`config.mk`:
```
export PLATFORM = sky130hd
export DESIGN_NAME = dmem_ctrl
export DESIGN_NICKNAME = d
export VERILOG_FILES = /design/src/rtl/dmem_ctrl.sv
export SDC_FILE = /design/constraint.sdc
export NUM_CORES = 1
export LEC_CHECK = 0
export ABC_AREA = 1
export BUFFER_PORTS_ARGS = -buffer_cell sky130_fd_sc_hd__clkbuf_2
export CORE_MARGIN = 2
export CORE_UTILIZATION = 35
export DETAILED_ROUTE_END_ITERATION = 7
export PLACE_DENSITY = 0.62
export SLEW_MARGIN = 30
export SYNTH_ARGS = -nofsm -noshare
export SYNTH_HDL_FRONTEND = slang
export SYNTH_SLANG_ARGS = --single-unit
```
`constraint.sdc`:
```
create_clock -name clk -period 3 [get_ports clk]
set_input_delay 0.15 -clock clk [delete_from_list [all_inputs] [get_ports clk]]
set_output_delay 0.15 -clock clk [all_outputs]
set_load 0.01 [all_outputs]
```
`src/rtl/dmem_ctrl.sv`:
```
// dmem_ctrl: load/store unit between a single-issue request port and a
// word-wide data memory with combinational read and synchronous write.
// Loads take 2 cycles, word stores 2, byte/half stores 3 (read-merge-write).
// Optional build macro: DMEM_CTRL_MISALIGN_CHECK_EN. When it is defined,
// misaligned half/word accesses complete with rsp_err = 1 and no memory write.
//
// Handshake: a request moves on a rising clk edge where req_valid and
// req_ready are both high. req_ready is high only in IDLE, and a request's
// fields are sampled only on that edge. rsp_valid is a one-cycle pulse with
// no backpressure. rsp_rdata and rsp_err keep their value until the next pulse.
module dmem_ctrl #(
  parameter int ADDR_WIDTH = 12
) (
  input  logic                  clk,
  input  logic                  rst,
  input  logic                  req_valid,
  output logic                  req_ready,
  input  logic                  req_we,
  input  logic [31:0]           req_addr,
  input  logic [1:0]            req_size,
  input  logic                  req_unsigned,
  input  logic [31:0]           req_wdata,
  output logic                  rsp_valid,
  output logic [31:0]           rsp_rdata,
  output logic                  rsp_err,
  output logic                  mem_wen,
  output logic [ADDR_WIDTH-1:0] mem_waddr,
  output logic [31:0]           mem_wdata,
  output logic [ADDR_WIDTH-1:0] mem_raddr,
  input  logic [31:0]           mem_rdata,
  output logic [1:0]            dbg_state
);

  typedef enum logic [1:0] {
    IDLE   = 2'd0,
    ACCESS = 2'd1,
    WRITE  = 2'd2
  } state_t;

  state_t state, state_nx;

  // Request fields captured at acceptance. Address bits above the word
  // address are not kept, so accesses wrap inside the memory.
  logic                  r_we;
  logic [ADDR_WIDTH+1:0] r_addr;
  logic [1:0]            r_size;
  logic                  r_unsigned;
  logic [31:0]           r_wdata;
  logic [31:0]           r_merged;

  logic        accept;
  logic        rsp_set;
  logic [31:0] rsp_rdata_nx;
  logic        rsp_err_nx;
  logic        merge_load;
  logic        is_word;
  logic        is_half;
  logic        misaligned;
  logic [7:0]  lane_byte;
  logic [15:0] lane_half;
  logic [31:0] load_data;
  logic [31:0] merged_word;
  logic        unused_addr_hi;

  assign unused_addr_hi = ^req_addr[31:ADDR_WIDTH+2];

  assign accept    = req_valid & req_ready;
  assign is_word   = r_size[1];            // 10 = word, 11 = reserved, treated as word
  assign is_half   = (r_size == 2'b01);
  assign mem_raddr = r_addr[ADDR_WIDTH+1:2];
  assign mem_waddr = r_addr[ADDR_WIDTH+1:2];
  assign dbg_state = state;

`ifdef DMEM_CTRL_MISALIGN_CHECK_EN
  assign misaligned = (is_half & r_addr[0]) | (is_word & (r_addr[1:0] != 2'b00));
`else
  assign misaligned = 1'b0;
`endif

  // Pick the addressed lane from the read word and extend it to 32 bits.
  always_comb begin
    lane_byte = 8'h00;
    load_data = 32'h0;
    case (r_addr[1:0])
      2'd0: lane_byte = mem_rdata[7:0];
      2'd1: lane_byte = mem_rdata[15:8];
      2'd2: lane_byte = mem_rdata[23:16];
      2'd3: lane_byte = mem_rdata[31:24];
      default: lane_byte = 8'h00;
    endcase
    lane_half = r_addr[1] ? mem_rdata[31:16] : mem_rdata[15:0];
    if (is_word) begin
      load_data = mem_rdata;
    end else if (is_half) begin
      load_data = {{16{~r_unsigned & lane_half[15]}}, lane_half};
    end else begin
      load_data = {{24{~r_unsigned & lane_byte[7]}}, lane_byte};
    end
  end

  // Overlay the store data onto the current memory word for sub-word stores.
  always_comb begin
    merged_word = mem_rdata;
    if (is_half) begin
      if (r_addr[1]) merged_word[31:16] = r_wdata[15:0];
      else           merged_word[15:0]  = r_wdata[15:0];
    end else begin
      case (r_addr[1:0])
        2'd0: merged_word[7:0]   = r_wdata[7:0];
        2'd1: merged_word[15:8]  = r_wdata[7:0];
        2'd2: merged_word[23:16] = r_wdata[7:0];
        2'd3: merged_word[31:24] = r_wdata[7:0];
        default: merged_word = mem_rdata;
      endcase
    end
  end

  // State register; reset drops any in-flight request.
  always_ff @(posedge clk or posedge rst) begin
    if (rst) state <= IDLE;
    else     state <= state_nx;
  end

  // Next state, memory strobes and response staging.
  always_comb begin
    state_nx     = state;
    req_ready    = 1'b0;
    mem_wen      = 1'b0;
    mem_wdata    = 32'h0;
    rsp_set      = 1'b0;
    rsp_rdata_nx = 32'h0;
    rsp_err_nx   = 1'b0;
    merge_load   = 1'b0;
    case (state)
      IDLE: begin
        req_ready = 1'b1;
        if (req_valid) state_nx = ACCESS;
      end
      ACCESS: begin
        if (misaligned) begin
          rsp_set    = 1'b1;
          rsp_err_nx = 1'b1;
          state_nx   = IDLE;
        end else if (!r_we) begin
          rsp_set      = 1'b1;
          rsp_rdata_nx = load_data;
          state_nx     = IDLE;
        end else if (is_word) begin
          mem_wen   = 1'b1;
          mem_wdata = r_wdata;
          rsp_set   = 1'b1;
          state_nx  = IDLE;
        end else begin
          merge_load = 1'b1;
          state_nx   = WRITE;
        end
      end
      WRITE: begin
        mem_wen   = 1'b1;
        mem_wdata = r_merged;
        rsp_set   = 1'b1;
        state_nx  = IDLE;
      end
      default: state_nx = IDLE;
    endcase
  end

  // Request capture, merge register and response registers.
  always_ff @(posedge clk or posedge rst) begin
    if (rst) begin
      r_we       <= 1'b0;
      r_addr     <= '0;
      r_size     <= 2'b00;
      r_unsigned <= 1'b0;
      r_wdata    <= 32'h0;
      r_merged   <= 32'h0;
      rsp_valid  <= 1'b0;
      rsp_rdata  <= 32'h0;
      rsp_err    <= 1'b0;
    end else begin
      rsp_valid <= rsp_set;
      if (rsp_set) begin
        rsp_rdata <= rsp_rdata_nx;
        rsp_err   <= rsp_err_nx;
      end
      if (accept) begin
        r_we       <= req_we;
        r_addr     <= req_addr[ADDR_WIDTH+1:0];
        r_size     <= req_size;
        r_unsigned <= req_unsigned;
        r_wdata    <= req_wdata;
      end
      if (merge_load) r_merged <= merged_word;
    end
  end

endmodule

```
==> impl_metrics.yaml <==
run_status:
  outcome: "finished clean"
placed_design:
  dpl_cell_area_um2: 7490
  dp_cells: 1193
  globalplace.congestion: 0.953
  dp_hpwl_um: 15400
  placement.io_buffers: 177
global_routing:
  antenna_found_initial: 1
  grt_max_degree: 65
  grt_usage_pct: 21.3
  grt_pass1_vias: 5944
  grt_pass1_wl_um: 33000
  grt_overflow: 0
pwr:
  max-vdd-ir-drop_uv: 444
  p_per_area_nw_per_um2: 1100
  leakagePower_nw: 4.34
logic_synthesis:
  synth-edff-count: 0
  ys_seq_area_share_pct: 43.9
  syn_inst: 845
  synth_area_um2: 6670
  syn-mean-instance-area_um2: 7.90
  ys.flop_type: "dfrtp_1"
  synth_fp_nets: 951
  ys_async_sr_fraction_pct: 100
  synth_cell_type_count: 36
  ys_seq_elements: 117
  yosysWarnings: 0
timing:
  final.setup.tns_ns: 0
  fmax_ghz: 0.370
  setup_violations: 0
  tightest_slew_ns: 0.705
  skew_ns: 0.00662
  rsz0062_at_grt: "false"
  max_slew_margin_pct: 52.9
  drv_slew: 0
  holdWs_ns: 0.0204
  finalHoldViolations: 0
  fin_crit_ns: 2.70
  period_share_pct: 90.1
drt:
  drc: 0
  finalWirelength_um: 21600
  antenna_left: 0
  wire_per_inst_um: 17.0
  drt_pass1_iterations: 5
  drt_first_iter_violations: 596
  viasPerCell: 5.06
  route.vias.total: 6430
cts:
  cts.sinks: 117
  cts_tree: "yes"
  cts_buffers: 17
  clk_latency_ns: 0.42
  cts.clk_slew.worst_paths_ns: 0.05
  cts_buffer_depth: 2
  cts_root_buffer: "clkbuf_16"
  postCtsSetupBuffers: 0
  cts_max_level: 4
  cts_resized: 0
  ctsHoldBuffers: 45
setup_path:
  required_ns: 2.85
  critPathMaxFanout: 12
  end_kind: "output pin"
  r2r-end: "rsp_rdata[26]"
  worstPathArrival_ns: 2.55
  r2r_setup_slack_ns: 0.92
  crit_type: "reg2out"
  cp-start-kind: "register"
  cp-endpoint: "mem_wdata[22]"
  worst_r2r_startpoint: "dbg_state[1]"
  reg2reg_depth: 8
  startpoint: "dbg_state[1]"
finish:
  instances_no_fill: 1270
  diodes: 0
  drive_gt1_share_pct: 26.9
  final_cell_area_um2: 8580
  num-fill-cells: 1868
  area.growth.synth_to_final_pct: 28.6
  fin_nets: 1129
die:
  core-area_um2: 18700
  die_area_um2: 20200
  rows: 50
  ioPinCount: 197
  start_util_pct: 35.7
  dieHeight_um: 142
  die-width_um: 142
run:
  max-cap-violations: 0
hold_path:
  min_delay_path_depth: 3
  min_path_type: "in2reg"
report_power, final:
group | switching, mW | internal (mW)
clock network | 0.715 | 1.51
logic | 2.68 | 1.57
registers | 0.625 | 2.36
total | 4.02 | 5.45
final cells by class:
type / instances / area [um^2] / share of cell area [%]
clock buffers: 23 / 468 / 5.45
clock inverters: 9 / 174 / 2.03
inverters: 53 / 205 / 2.39
multi-input cells: 595 / 3020 / 35.2
flip-flops and latches: 117 / 2930 / 34.1
well taps: 234 / 293 / 3.41
repair buffers: 239 / 1490 / 17.4
placed cells by master (no fill, tap or decap), types with 2 or more instances in the layout:
master and n:
ha_1 3, clkinv_2 3, mux2_2 36, bufinv_16 5, o21ai_2 2, nand2_2 5
a21oi_1 85, a31oi_1 4, nor2_1 21, buf_4 15, nand2_1 290, o221ai_1 4
or2_0 6, o211ai_1 19, clkbuf_8 2, dlygate4sd3_1 45, inv_2 5, nand3_1 33
o21ai_1 13, o21ai_0 50, clkbuf_1 4, inv_1 46, o21a_1 2, clkbuf_16 17
buf_12 2, dfrtp_1 116, o2111ai_1 12, clkbuf_2 177
kinds of logic after synthesis:
logic type	count (synthesis)	synth area share, %
simple gates	360	21.8
compound gates	195	16.8
buf+inv	133	10.9
flops	117	43.9
mux	36	6.07
fa+ha+maj	3	0.562
other cells	1	0.0562
per-stage QoR:
step,utilization [%],power (mW),setup slack (ns)
after detailed placement,40.0,7.18,0.755
after CTS,45.9,9.48,0.306
after global routing,45.9,10.2,0.103
final,45.9,9.48,0.298
after global placement,40.0,7.11,0.801
after floorplan,-,6.09,1.32
critical path: stages (launching register included):
cell	delay (ns)
dfrtp_1	0.40
inv_1	0.08
ha_1	0.27
inv_1	0.11
nor3_4	0.58
buf_4	0.30
nand2_1	0.07
a21oi_1	0.16
clkbuf_2	0.16
how the worst min path moves through the flow:
stage	startpoint	end	slack, ns
3_3_place_gp	rst	rsp_rdata[19]	0.29
4_1_cts	req_wdata[2]	r_wdata[2]	0.005
6_report	req_wdata[2]	r_wdata[2]	0.02
3_5_place_dp	rst	rsp_rdata[21]	0.29
2_1_floorplan	mem_rdata[0]	r_merged[0]	0.30
5_1_grt	req_wdata[5]	r_wdata[5]	0.03
synthesized netlist by cell type (2+ instances only):
cell type    n  area (um^2)
buf_2       22          110
buf_4       32          240
or2_0        6         37.5
ha_1         3         37.5
o21ai_2      2         17.5
dfrtp_1    117         2930
clkbuf_1    13         48.8
o211ai_1    19          143
inv_1       47          176
inv_2        5         18.8
nand2_2      4         25.0
o21a_1       2         15.0
a21oi_1     85          425
o21ai_0     50          250
nor2_1      21         78.8
o21ai_1     13         65.1
a31oi_1      4         25.0
buf_6       10          113
buf_1        2         7.51
mux2_2      36          405
nand3_1     33          165
o221ai_1     4         35.0
o2111ai_1   12          105
nand2_1    291         1090
registers in the layout (all words and copies together), names as in the netlist:
| signal | flops |
|---|---|
| r_merged | 32 |
| r_wdata | 32 |
| rsp_rdata | 32 |
| rsp_valid | 1 |
| r_we | 1 |
| r_addr | 14 |
| r_unsigned | 1 |
| dbg_state | 2 |
| r_size | 2 |
routing by layer:
| metal | up-vias | share of wire (%) | track usage (%) |
|---|---|---|---|
| met5 | - | 0.060 | 0 |
| met4 | 2 | 3.2 | 9.16 |
| met3 | 45 | 6.0 | 3.97 |
| met2 | 230 | 48 | 34.5 |
| met1 | 3037 | 43 | 28.1 |
| li1 | 3116 | - | - |
No activity file was read; power rests on OpenSTA's default activity.
